==> src/rtl/ps2_rx_periph_pkg.sv <==
// Shared definitions for the PS/2 receive peripheral: register map,
// STATUS/CTRL bit positions and receive FSM state encoding.
package ps2_rx_periph_pkg;

    localparam logic [1:0] ADDR_DATA   = 2'd0;
    localparam logic [1:0] ADDR_STATUS = 2'd1;
    localparam logic [1:0] ADDR_CTRL   = 2'd2;
    localparam logic [1:0] ADDR_RSVD   = 2'd3;

    localparam int ST_EMPTY      = 0;
    localparam int ST_FULL       = 1;
    localparam int ST_PARITY_ERR = 2;
    localparam int ST_FRAME_ERR  = 3;
    localparam int ST_OVERFLOW   = 4;
    localparam int ST_COUNT_LSB  = 5;
    localparam int ST_COUNT_W    = 4;

    localparam int CTRL_FLUSH = 0;
    localparam int CTRL_CLEAR = 1;

    typedef enum logic [1:0] {
        RX_IDLE   = 2'd0,
        RX_DATA   = 2'd1,
        RX_PARITY = 2'd2,
        RX_STOP   = 2'd3
    } rx_state_t;

endpackage

==> src/rtl/ps2_rx_frame.sv <==
// PS/2 frame receiver: pin synchronizers, falling-edge detect, frame FSM
// and inactivity timeout. Emits one registered pulse per finished frame.
module ps2_rx_frame
    import ps2_rx_periph_pkg::*;
#(
    parameter int TIMEOUT_CYC = 5000
) (
    input  logic       clk,
    input  logic       rst,
    input  logic       ps2_clk,
    input  logic       ps2_data,
    output logic [7:0] rx_byte,
    output logic       byte_valid,
    output logic       parity_err_p,
    output logic       frame_err_p,
    output rx_state_t  state
);

    localparam int TO_W = $clog2(TIMEOUT_CYC + 1);

    logic [1:0]      clk_sync;
    logic [1:0]      data_sync;
    logic            clk_prev;
    logic            fall;
    logic            sample;
    logic            timeout;
    logic            parity_ok;
    rx_state_t       state_q;
    rx_state_t       state_d;
    logic [2:0]      bit_cnt;
    logic [7:0]      shift;
    logic            parity_bit;
    logic [TO_W-1:0] to_cnt;

    always_ff @(posedge clk or posedge rst) begin
        if (rst) begin
            clk_sync  <= 2'b11;
            data_sync <= 2'b11;
            clk_prev  <= 1'b1;
        end else begin
            clk_sync  <= {clk_sync[0], ps2_clk};
            data_sync <= {data_sync[0], ps2_data};
            clk_prev  <= clk_sync[1];
        end
    end

    assign fall      = clk_prev & ~clk_sync[1];
    assign sample    = data_sync[1];
    assign parity_ok = ^{shift, parity_bit};
    // Fires on the last of TIMEOUT_CYC consecutive edge-free cycles mid-frame.
    assign timeout   = (state_q != RX_IDLE) && !fall &&
                       (to_cnt == TO_W'(TIMEOUT_CYC - 1));
    assign state     = state_q;

    always_ff @(posedge clk or posedge rst) begin
        if (rst) state_q <= RX_IDLE;
        else     state_q <= state_d;
    end

    always_comb begin
        state_d = state_q;
        if (timeout) begin
            state_d = RX_IDLE;
        end else if (fall) begin
            case (state_q)
                RX_IDLE:   if (!sample) state_d = RX_DATA;
                RX_DATA:   if (bit_cnt == 3'd7) state_d = RX_PARITY;
                RX_PARITY: state_d = RX_STOP;
                RX_STOP:   state_d = RX_IDLE;
                default:   state_d = RX_IDLE;
            endcase
        end
    end

    always_ff @(posedge clk or posedge rst) begin
        if (rst) begin
            bit_cnt      <= 3'd0;
            shift        <= 8'd0;
            parity_bit   <= 1'b0;
            to_cnt       <= '0;
            rx_byte      <= 8'd0;
            byte_valid   <= 1'b0;
            parity_err_p <= 1'b0;
            frame_err_p  <= 1'b0;
        end else begin
            byte_valid   <= 1'b0;
            parity_err_p <= 1'b0;
            frame_err_p  <= 1'b0;
            if (state_q == RX_IDLE || fall) to_cnt <= '0;
            else                            to_cnt <= to_cnt + TO_W'(1);
            if (fall) begin
                case (state_q)
                    RX_IDLE: bit_cnt <= 3'd0;
                    RX_DATA: begin
                        shift   <= {sample, shift[7:1]};
                        bit_cnt <= bit_cnt + 3'd1;
                    end
                    RX_PARITY: parity_bit <= sample;
                    RX_STOP: begin
                        rx_byte <= shift;
                        // A bad stop bit outranks a bad parity bit.
                        if (!sample)         frame_err_p  <= 1'b1;
                        else if (!parity_ok) parity_err_p <= 1'b1;
                        else                 byte_valid   <= 1'b1;
                    end
                    default: ;
                endcase
            end
        end
    end

endmodule

==> src/rtl/ps2_rx_periph.sv <==
// Bus-mapped PS/2 receiver: byte FIFO, sticky error flags and the
// DATA/STATUS/CTRL register decode around the ps2_rx_frame receiver.
module ps2_rx_periph
    import ps2_rx_periph_pkg::*;
#(
    parameter int DATA_W      = 32,
    parameter int FIFO_DEPTH  = 8,
    parameter int TIMEOUT_CYC = 5000
) (
    input  logic              clk,
    input  logic              rst,
    input  logic              sel,
    input  logic              rw_req,
    input  logic              rw_rnw,
    input  logic [1:0]        rw_addr,
    input  logic [DATA_W-1:0] data_to_wr,
    output logic [DATA_W-1:0] data_to_rd,
    input  logic              ps2_clk,
    input  logic              ps2_data
);

    localparam int PTR_W = $clog2(FIFO_DEPTH);
    localparam int CNT_W = PTR_W + 1;

    logic [7:0]        mem [FIFO_DEPTH];
    logic [PTR_W-1:0]  wr_ptr;
    logic [PTR_W-1:0]  rd_ptr;
    logic [CNT_W-1:0]  count;
    logic              parity_err;
    logic              frame_err;
    logic              overflow;
    logic [7:0]        rx_byte;
    logic              byte_valid;
    logic              parity_err_p;
    logic              frame_err_p;
    rx_state_t         frame_state;
    logic              access;
    logic              rd_data;
    logic              wr_ctrl;
    logic              flush;
    logic              clear;
    logic              empty;
    logic              full;
    logic              pop;
    logic              push;
    logic              ovf_set;
    logic [DATA_W-1:0] status;
    logic              unused_ok;

    ps2_rx_frame #(.TIMEOUT_CYC(TIMEOUT_CYC)) u_frame (
        .clk          (clk),
        .rst          (rst),
        .ps2_clk      (ps2_clk),
        .ps2_data     (ps2_data),
        .rx_byte      (rx_byte),
        .byte_valid   (byte_valid),
        .parity_err_p (parity_err_p),
        .frame_err_p  (frame_err_p),
        .state        (frame_state)
    );

    assign unused_ok = ^{data_to_wr[DATA_W-1:CTRL_CLEAR+1], frame_state};

    assign access  = sel & rw_req;
    assign rd_data = access & rw_rnw & (rw_addr == ADDR_DATA);
    assign wr_ctrl = access & ~rw_rnw & (rw_addr == ADDR_CTRL);
    assign flush   = wr_ctrl & data_to_wr[CTRL_FLUSH];
    assign clear   = wr_ctrl & data_to_wr[CTRL_CLEAR];
    assign empty   = (count == '0);
    assign full    = (count == CNT_W'(FIFO_DEPTH));
    assign pop     = rd_data & ~empty;
    // A pop in the same cycle frees the slot, so a full FIFO can still accept.
    assign push    = byte_valid & ~flush & (~full | pop);
    assign ovf_set = byte_valid & ~flush & full & ~pop;

    always_ff @(posedge clk) begin
        if (push) mem[wr_ptr] <= rx_byte;
    end

    always_ff @(posedge clk or posedge rst) begin
        if (rst) begin
            wr_ptr     <= '0;
            rd_ptr     <= '0;
            count      <= '0;
            parity_err <= 1'b0;
            frame_err  <= 1'b0;
            overflow   <= 1'b0;
        end else begin
            if (flush) begin
                wr_ptr <= '0;
                rd_ptr <= '0;
                count  <= '0;
            end else begin
                if (push) wr_ptr <= wr_ptr + PTR_W'(1);
                if (pop)  rd_ptr <= rd_ptr + PTR_W'(1);
                case ({push, pop})
                    2'b10:   count <= count + CNT_W'(1);
                    2'b01:   count <= count - CNT_W'(1);
                    default: ;
                endcase
            end
            parity_err <= (parity_err & ~clear) | parity_err_p;
            frame_err  <= (frame_err  & ~clear) | frame_err_p;
            overflow   <= (overflow   & ~clear) | ovf_set;
        end
    end

    always_comb begin
        status = '0;
        status[ST_EMPTY]      = empty;
        status[ST_FULL]       = full;
        status[ST_PARITY_ERR] = parity_err;
        status[ST_FRAME_ERR]  = frame_err;
        status[ST_OVERFLOW]   = overflow;
        status[ST_COUNT_LSB +: ST_COUNT_W] = ST_COUNT_W'(count);
    end

    always_comb begin
        data_to_rd = '0;
        if (access && rw_rnw) begin
            case (rw_addr)
                ADDR_DATA:   if (!empty) data_to_rd[7:0] = mem[rd_ptr];
                ADDR_STATUS: data_to_rd = status;
                default:     ;
            endcase
        end
    end

endmodule

==> config.mk <==
export PLATFORM = sky130hd
export DESIGN_NAME = ps2_rx_periph
export DESIGN_NICKNAME = d
export VERILOG_FILES = /design/src/rtl/ps2_rx_periph_pkg.sv /design/src/rtl/ps2_rx_frame.sv /design/src/rtl/ps2_rx_periph.sv
export SDC_FILE = /design/constraint.sdc
export NUM_CORES = 1
export LEC_CHECK = 0
export BUFFER_PORTS_ARGS = -buffer_cell sky130_fd_sc_hd__buf_2
export CAP_MARGIN = 10
export CORE_MARGIN = 2
export CORE_UTILIZATION = 46
export DETAILED_ROUTE_END_ITERATION = 10
export PLACE_DENSITY = 0.66
export SYNTH_ARGS = -nofsm -noshare
export SYNTH_HDL_FRONTEND = slang
export SYNTH_SLANG_ARGS = --single-unit
==> constraint.sdc <==
create_clock -name clk -period 3.2 [get_ports clk]
set_input_delay 0.16 -clock clk [delete_from_list [all_inputs] [get_ports clk]]
set_output_delay 0.16 -clock clk [all_outputs]
set_load 0.02 [all_outputs]
After elaboration in Yosys (flattened, before gate mapping)
Memory sizes are Yosys's and may differ from the RTL's.
Index checks and enable logic that the tools add are counted.

operators by class
  $add $sub $neg = 6
  multiply operators = 0
  divide/modulo/power cells = 0
  order comparisons = 0
  equal/unequal tests = 12
  shift operators = 0
  mux-type cells = 30
  bitwise gates (word level) = 27
  reductions and logical operators = 20

operators by type and width
  cell                                                              count
  1-bit AND                                                         16
  8-bit one-hot mux with 2 select lines                             1
  1-bit two-way mux                                                 14
  13-bit by 1-bit adder with 13-bit output (second input constant)  1
  13-bit == test (second input constant)                            1
  13-bit two-way mux                                                1
  3-bit two-way mux                                                 4
  2-bit nonzero test                                                5
  3-bit by 1-bit adder with 3-bit output (second input constant)    3
  9-bit two-way mux                                                 1
  9-bit XOR reduction                                               1
  2-bit == test (second input constant)                             4
  2-bit two-way mux                                                 4
  8-bit two-way mux                                                 1
  2-bit one-hot mux with 4 select lines                             1
  4-bit one-hot mux with 2 select lines                             1
  2-bit AND reduction                                               4
  1-bit inverter                                                    7
  2-bit by 1-bit == test with 1-bit output (second input constant)  3
  3-bit one-hot mux with 2 select lines                             1
  4-bit by 1-bit adder with 4-bit output (second input constant)    1
  4-bit == test (second input constant)                             1
  2-bit logical NOT                                                 2
  4-bit logical NOT                                                 1
  11 further kinds                                                  16

storage, ports and cells
  register bits = 56
  latch bits = 0
  memory bits (writable) = 64
  ROM bits = 0
  input bits = 41
  output and inout bits = 32
  word-level logic and storage cells = 114
  memories kept = 1

memories
  name  words  width  rd ports  clocked after Yosys merged registers in  write ports  line                 RTL
  mem   8      8      1         0                                        1            ps2_rx_periph.sv:25  logic [7:0] mem [FIFO_DEPTH];

Logic depth before layout (Yosys ltp)
  word-level depth = 10
  depth in mapped cells = 10
  depth with buffers taken out = 8

Hierarchy
From an unflattened synthesis, not the netlist that was laid out.

second synthesis, totals
  cells, all modules = 384
  area total of the unflattened synthesis = 5460.2 um^2

by module, submodules not included
  module         times used  cells each  area each (um^2)  sequential area each (um^2)
  ps2_rx_periph  1           232         3575.9            2247.2
  ps2_rx_frame   1           152         1884.3            1082.3

Worst setup path before layout
Ideal clock, no wire load.

  path kind = reg-to-reg
  start point = register count[1]
  end point = register count[3]
  library setup time = 65 ps
  arrival time = 2272 ps
  data required time = 3135 ps
  slack = 862 ps
  stages on the path, launching flop included = 11
  buffers on the path = 2
  period minus slack after synthesis = 2338 ps
  cell sequence = dfrtp_1 > buf_6 > nor4_1 > or3_4 > buf_2 > nor2_1 > ha_1 > o21ai_0 > nor4b_1 > or3_1 > nand2_1

on the way
  word-level cells in the longest chain between the ends = 8
  elaborated cells between the ends (all ways) = 14
  classes of those cells = 2 x add/sub; 3 x eq/ne; 2 x mux; 5 x bitwise; 2 x reduce/logical

RTL lines
  what                                                                              line                 RTL
  from (decl)                                                                       ps2_rx_periph.sv:28  logic [CNT_W-1:0] count;
  from (signal assigned)                                                            ps2_rx_periph.sv:97  2'b10: count <= count + CNT_W'(1);
  from (signal assigned)                                                            ps2_rx_periph.sv:98  2'b01: count <= count - CNT_W'(1);
  4-bit logical NOT                                                                 ps2_rx_periph.sv:69  assign empty = (count == '0);
  1-bit inverter                                                                    ps2_rx_periph.sv:71  assign pop = rd_data & ~empty;
  1-bit AND                                                                         ps2_rx_periph.sv:71
  1-bit bitwise OR                                                                  ps2_rx_periph.sv:73  assign push = byte_valid & ~flush & (~full | pop);
  1-bit AND                                                                         ps2_rx_periph.sv:73
  2-bit by 1-bit == test with 1-bit output / 2-bit == test (equally long branches)  ps2_rx_periph.sv:96  case ({push, pop})
  4-bit one-hot mux with 2 select lines                                             ps2_rx_periph.sv:96
  4-bit two-way mux                                                                 ps2_rx_periph.sv:89  if (flush) begin

Parallel ways exist; a longest one is shown, timed or not.
A chain may end at the register's enable or synchronous reset.

Final worst setup path
  start point = register count[1]
  end point = memory mem[2][4], enable pin

on the way
  word-level cells in the longest chain between the ends = 7
  elaborated cells between the ends (all ways) = 9
  classes of those cells = 1 x eq/ne; 2 x mux; 5 x bitwise; 1 x reduce/logical

RTL lines
  what                                         line                 RTL
  4-bit logical NOT                            ps2_rx_periph.sv:69
  1-bit inverter                               ps2_rx_periph.sv:71
  1-bit AND                                    ps2_rx_periph.sv:71
  1-bit bitwise OR (*)                         ps2_rx_periph.sv:73
  1-bit AND (*)                                ps2_rx_periph.sv:73
  1-bit two-way mux (*)                        ps2_rx_periph.sv:77  if (push) mem[wr_ptr] <= rx_byte;
  1-bit two-way mux (implied by the code) (*)  ps2_rx_periph.sv:77
  to (decl)                                    ps2_rx_periph.sv:25

Mark *: on every way between the ends. The rest lies on a longest branch, timed or not.

==> impl_metrics.json <==
{
  "outcome": "finished clean",
  "syn_avg_cell_area_sq_um": 14.14,
  "cts_sinks": 120,
  "grt.total_usage_pct": 16.55,
  "firstDrtPassIters": 4,
  "synth-compound-area-share_pct": 4.330,
  "synthToLayoutAreaGrowth_pct": 14.38,
  "cts_tree": "built",
  "synthCells": 376,
  "end_kind": "flop",
  "dp_hpwl_um": 6201,
  "die_h_um": 111.5,
  "vdd_drop_max_v": 0.0004591,
  "final_cell_area_sq_mm": 0.006081,
  "ys_ff_latch": 120,
  "synth_top_family_by_area": "multiplexers",
  "synth_area_leaders": "edfxtp_1, dfrtp_1, mux4_2, mux2_2, buf_4",
  "synth-xor-area-share_pct": 4.119,
  "h-tree-depth": 4,
  "arrival_ns": 2.60,
  "grt_setup_unrepaired": "false",
  "period_share_pct": 80.34,
  "synthAdderAreaFrac_pct": 2.589,
  "clk_pin_slew_ns": 0.05,
  "yosysWarnings": 0,
  "cp.required_ns": 3.23,
  "n_antenna_cell": 0,
  "p_per_area_mw_per_mm2": 801.0,
  "synthMuxAreaShare_pct": 12.07,
  "drt.antenna.violating_nets": 0,
  "cts_buffer_depth": 2,
  "drv_cap": 0,
  "grt_pass1_vias": 3106,
  "worstSetupPathType": "flop to flop",
  "max_clock_freq_ghz": 0.3890,
  "vias": 2988,
  "min_period_ns": 2.571,
  "final.fill_count": 925,
  "cp_max_fo": 9,
  "finalNetCount": 461,
  "dieArea_sq_mm": 0.01243,
  "route.detailed.drc": 0,
  "coreArea_sq_mm": 0.01137,
  "drtIter0Drc": 201,
  "ys.flop_type": "edfxtp_1",
  "routabilityCongestion": 0.7560,
  "grt_max_degree": 35,
  "io_buffers": 19,
  "grt-ovfl-total": 0,
  "synth-seq-area-share_pct": 62.63,
  "netlist_area_sq_mm": 0.005316,
  "clk_latency_ns": 0.40,
  "cts-root-buf": "clkbuf_16",
  "numCtsBuffers": 17,
  "die_w_um": 111.5,
  "io_pins": 73,
  "drive_gt1_share_pct": 24.41,
  "tightest_slew_ns": 0.9039,
  "yosys.area.top_type": "edfxtp_1",
  "grt_antenna_before_repair": 0,
  "wirelength_um": 9402,
  "wire_per_inst_um": 16.64,
  "synth_top_area_share_pct": 36.15,
  "skew_ns": 0.005424,
  "fin_setup_tns_ns": 0,
  "hold_viol_final": 0,
  "yosysUniqueCellTypes": 52,
  "slew_headroom_pct": 39.52,
  "synth_edf_count": 64,
  "synth-simple-area-share_pct": 9.084,
  "hold_class": "input port to flop",
  "leakage_nw": 2.457,
  "slew_viol_final": 0,
  "grt_pass1_wl_um": 15590,
  "dpl_cell_area_sq_mm": 0.005477,
  "initial_utilization_pct": 46.76,
  "start_kind": "flop",
  "via_per_inst": 5.288,
  "setup_viol": 0,
  "async_flop_share_pct": 46.67,
  "cts_resized": 0,
  "rows": 39
}
-- cell usage in the layout (no fill, tap or decap), types with 7 or more instances in the layout --
cell type / count
buf_2: 19
nor2_1: 35
nand2_1: 25
mux4_2: 16
edfxtp_1: 64
dfrtp_1: 51
conb_1: 23
clkbuf_16: 18
mux2i_1: 9
nand3_1: 11
xnor2_1: 12
ha_1: 11
o21ai_0: 14
mux2_2: 17
xor2_1: 13
buf_4: 7
-- cell type report --
class	instances	area [sq um]	area share, %
Tap cell	143	178.9	2.942
Clock inverter	11	92.59	1.523
Multi-Input combinational cell	235	1798	29.57
Timing Repair Buffer	29	177.7	2.922
Inverter	6	22.52	0.3704
Clock buffer	21	481.7	7.922
Sequential cell	120	3329	54.75
-- worst max-delay path: stages, from the launching register on --
cell and delay, ns:
dfrtp_1 0.52, nor4_1 0.14, nor3_1 0.29, o21ai_2 0.14, or3_1 0.40, nor2_1 0.70
-- synth_stat cells (all sizes together), types with 2 or more instances --
library cell,number
edfxtp,64
dfrtp,51
nor2,35
buf,31
nand2,26
mux2,17
mux4,16
o21ai,15
xor2,13
xnor2,12
ha,11
nand3,11
mux2i,9
clkbuf,6
inv,6
dfstp,5
nor3,5
or3,4
a21oi,3
a32o,3
nand4,3
a21o,2
and3,2
nand2b,2
nor2b,2
nor4,2
o22ai,2
or4b,2
-- sequential cells by signal, summed over array words and instances, names as in the netlist --
name and count:
mem 64, u_frame.to_cnt 13, u_frame.rx_byte 8, u_frame.shift 8
count 4, rd_ptr 3, u_frame.bit_cnt 3, wr_ptr 3
u_frame.clk_sync 2, u_frame.data_sync 2, u_frame.state 2, frame_err 1
overflow 1, parity_err 1, u_frame.byte_valid 1, u_frame.clk_prev 1
u_frame.frame_err_p 1, u_frame.parity_bit 1, u_frame.parity_err_p 1
-- timing repair --
action | in CTS | in global routing
hold buffers | 3 | 0
endpoints found under the hold margin | 30 | 0
setup buffers | 0 | 0
-- per-layer routing --
layer | track usage, % | up-vias | wire (um)
li1 | - | 1393 | -
met1 | 20.28 | 1521 | 4069
met2 | 27.85 | 59 | 4816
met3 | 4.736 | 15 | 340
met4 | 6.667 | 0 | 175
met5 | 0 | - | 0
-- where the power goes --
group / internal [mW] / total [mW] / switching, mW / leakage (nW)
logic: 0.502 / 0.929 / 0.428 / 0.827
clock network: 1.15 / 1.81 / 0.662 / 0.285
registers: 1.85 / 2.13 / 0.278 / 1.34
-- kinds of logic after synthesis --
logic type / Yosys count
fa+ha+maj: 11
xor+xnor: 25
compound gates: 35
other cells: 1
buf+inv: 43
simple gates: 99
mux: 42
flops: 120
-- metrics by stage --
step | total power [mW] | hold WS (ns) | util, % | worst slack (ns) | instances
floorplan | 2.887 | 0.1645 | - | 0.8624 | 398
CTS | 4.922 | 0.1578 | 53.48 | 0.5617 | 565
global placement | 3.056 | 0.2643 | 48.17 | 0.6724 | 530
detailed placement | 3.100 | 0.2684 | 48.17 | 0.6240 | 530
global route | 5.124 | 0.1769 | 53.48 | 0.4319 | 565
finish | 4.871 | 0.1839 | 53.48 | 0.6292 | 565
-- path summary, 6_finish.rpt --
check	endpoint	from	cells after the start	slack [ns]
max	mem[2][4]$_DFFE_PP_	count[1]$_DFFE_PP0P_	5	0.63
min	parity_err$_DFF_PP0_	rw_addr[1]	3	0.18
max reg2reg	mem[2][4]$_DFFE_PP_	count[1]$_DFFE_PP0P_	5	0.63
min reg2reg	u_frame.data_sync[1]$_DFF_PP1_	u_frame.data_sync[0]$_DFF_PP1_	0	0.35
max in group asynchronous	u_frame.shift[4]$_DFFE_PP0P_	rst	4	1.98
min in group asynchronous	count[1]$_DFFE_PP0P_	rst	3	0.43
Note: power is estimated with default switching activity, not from simulation.
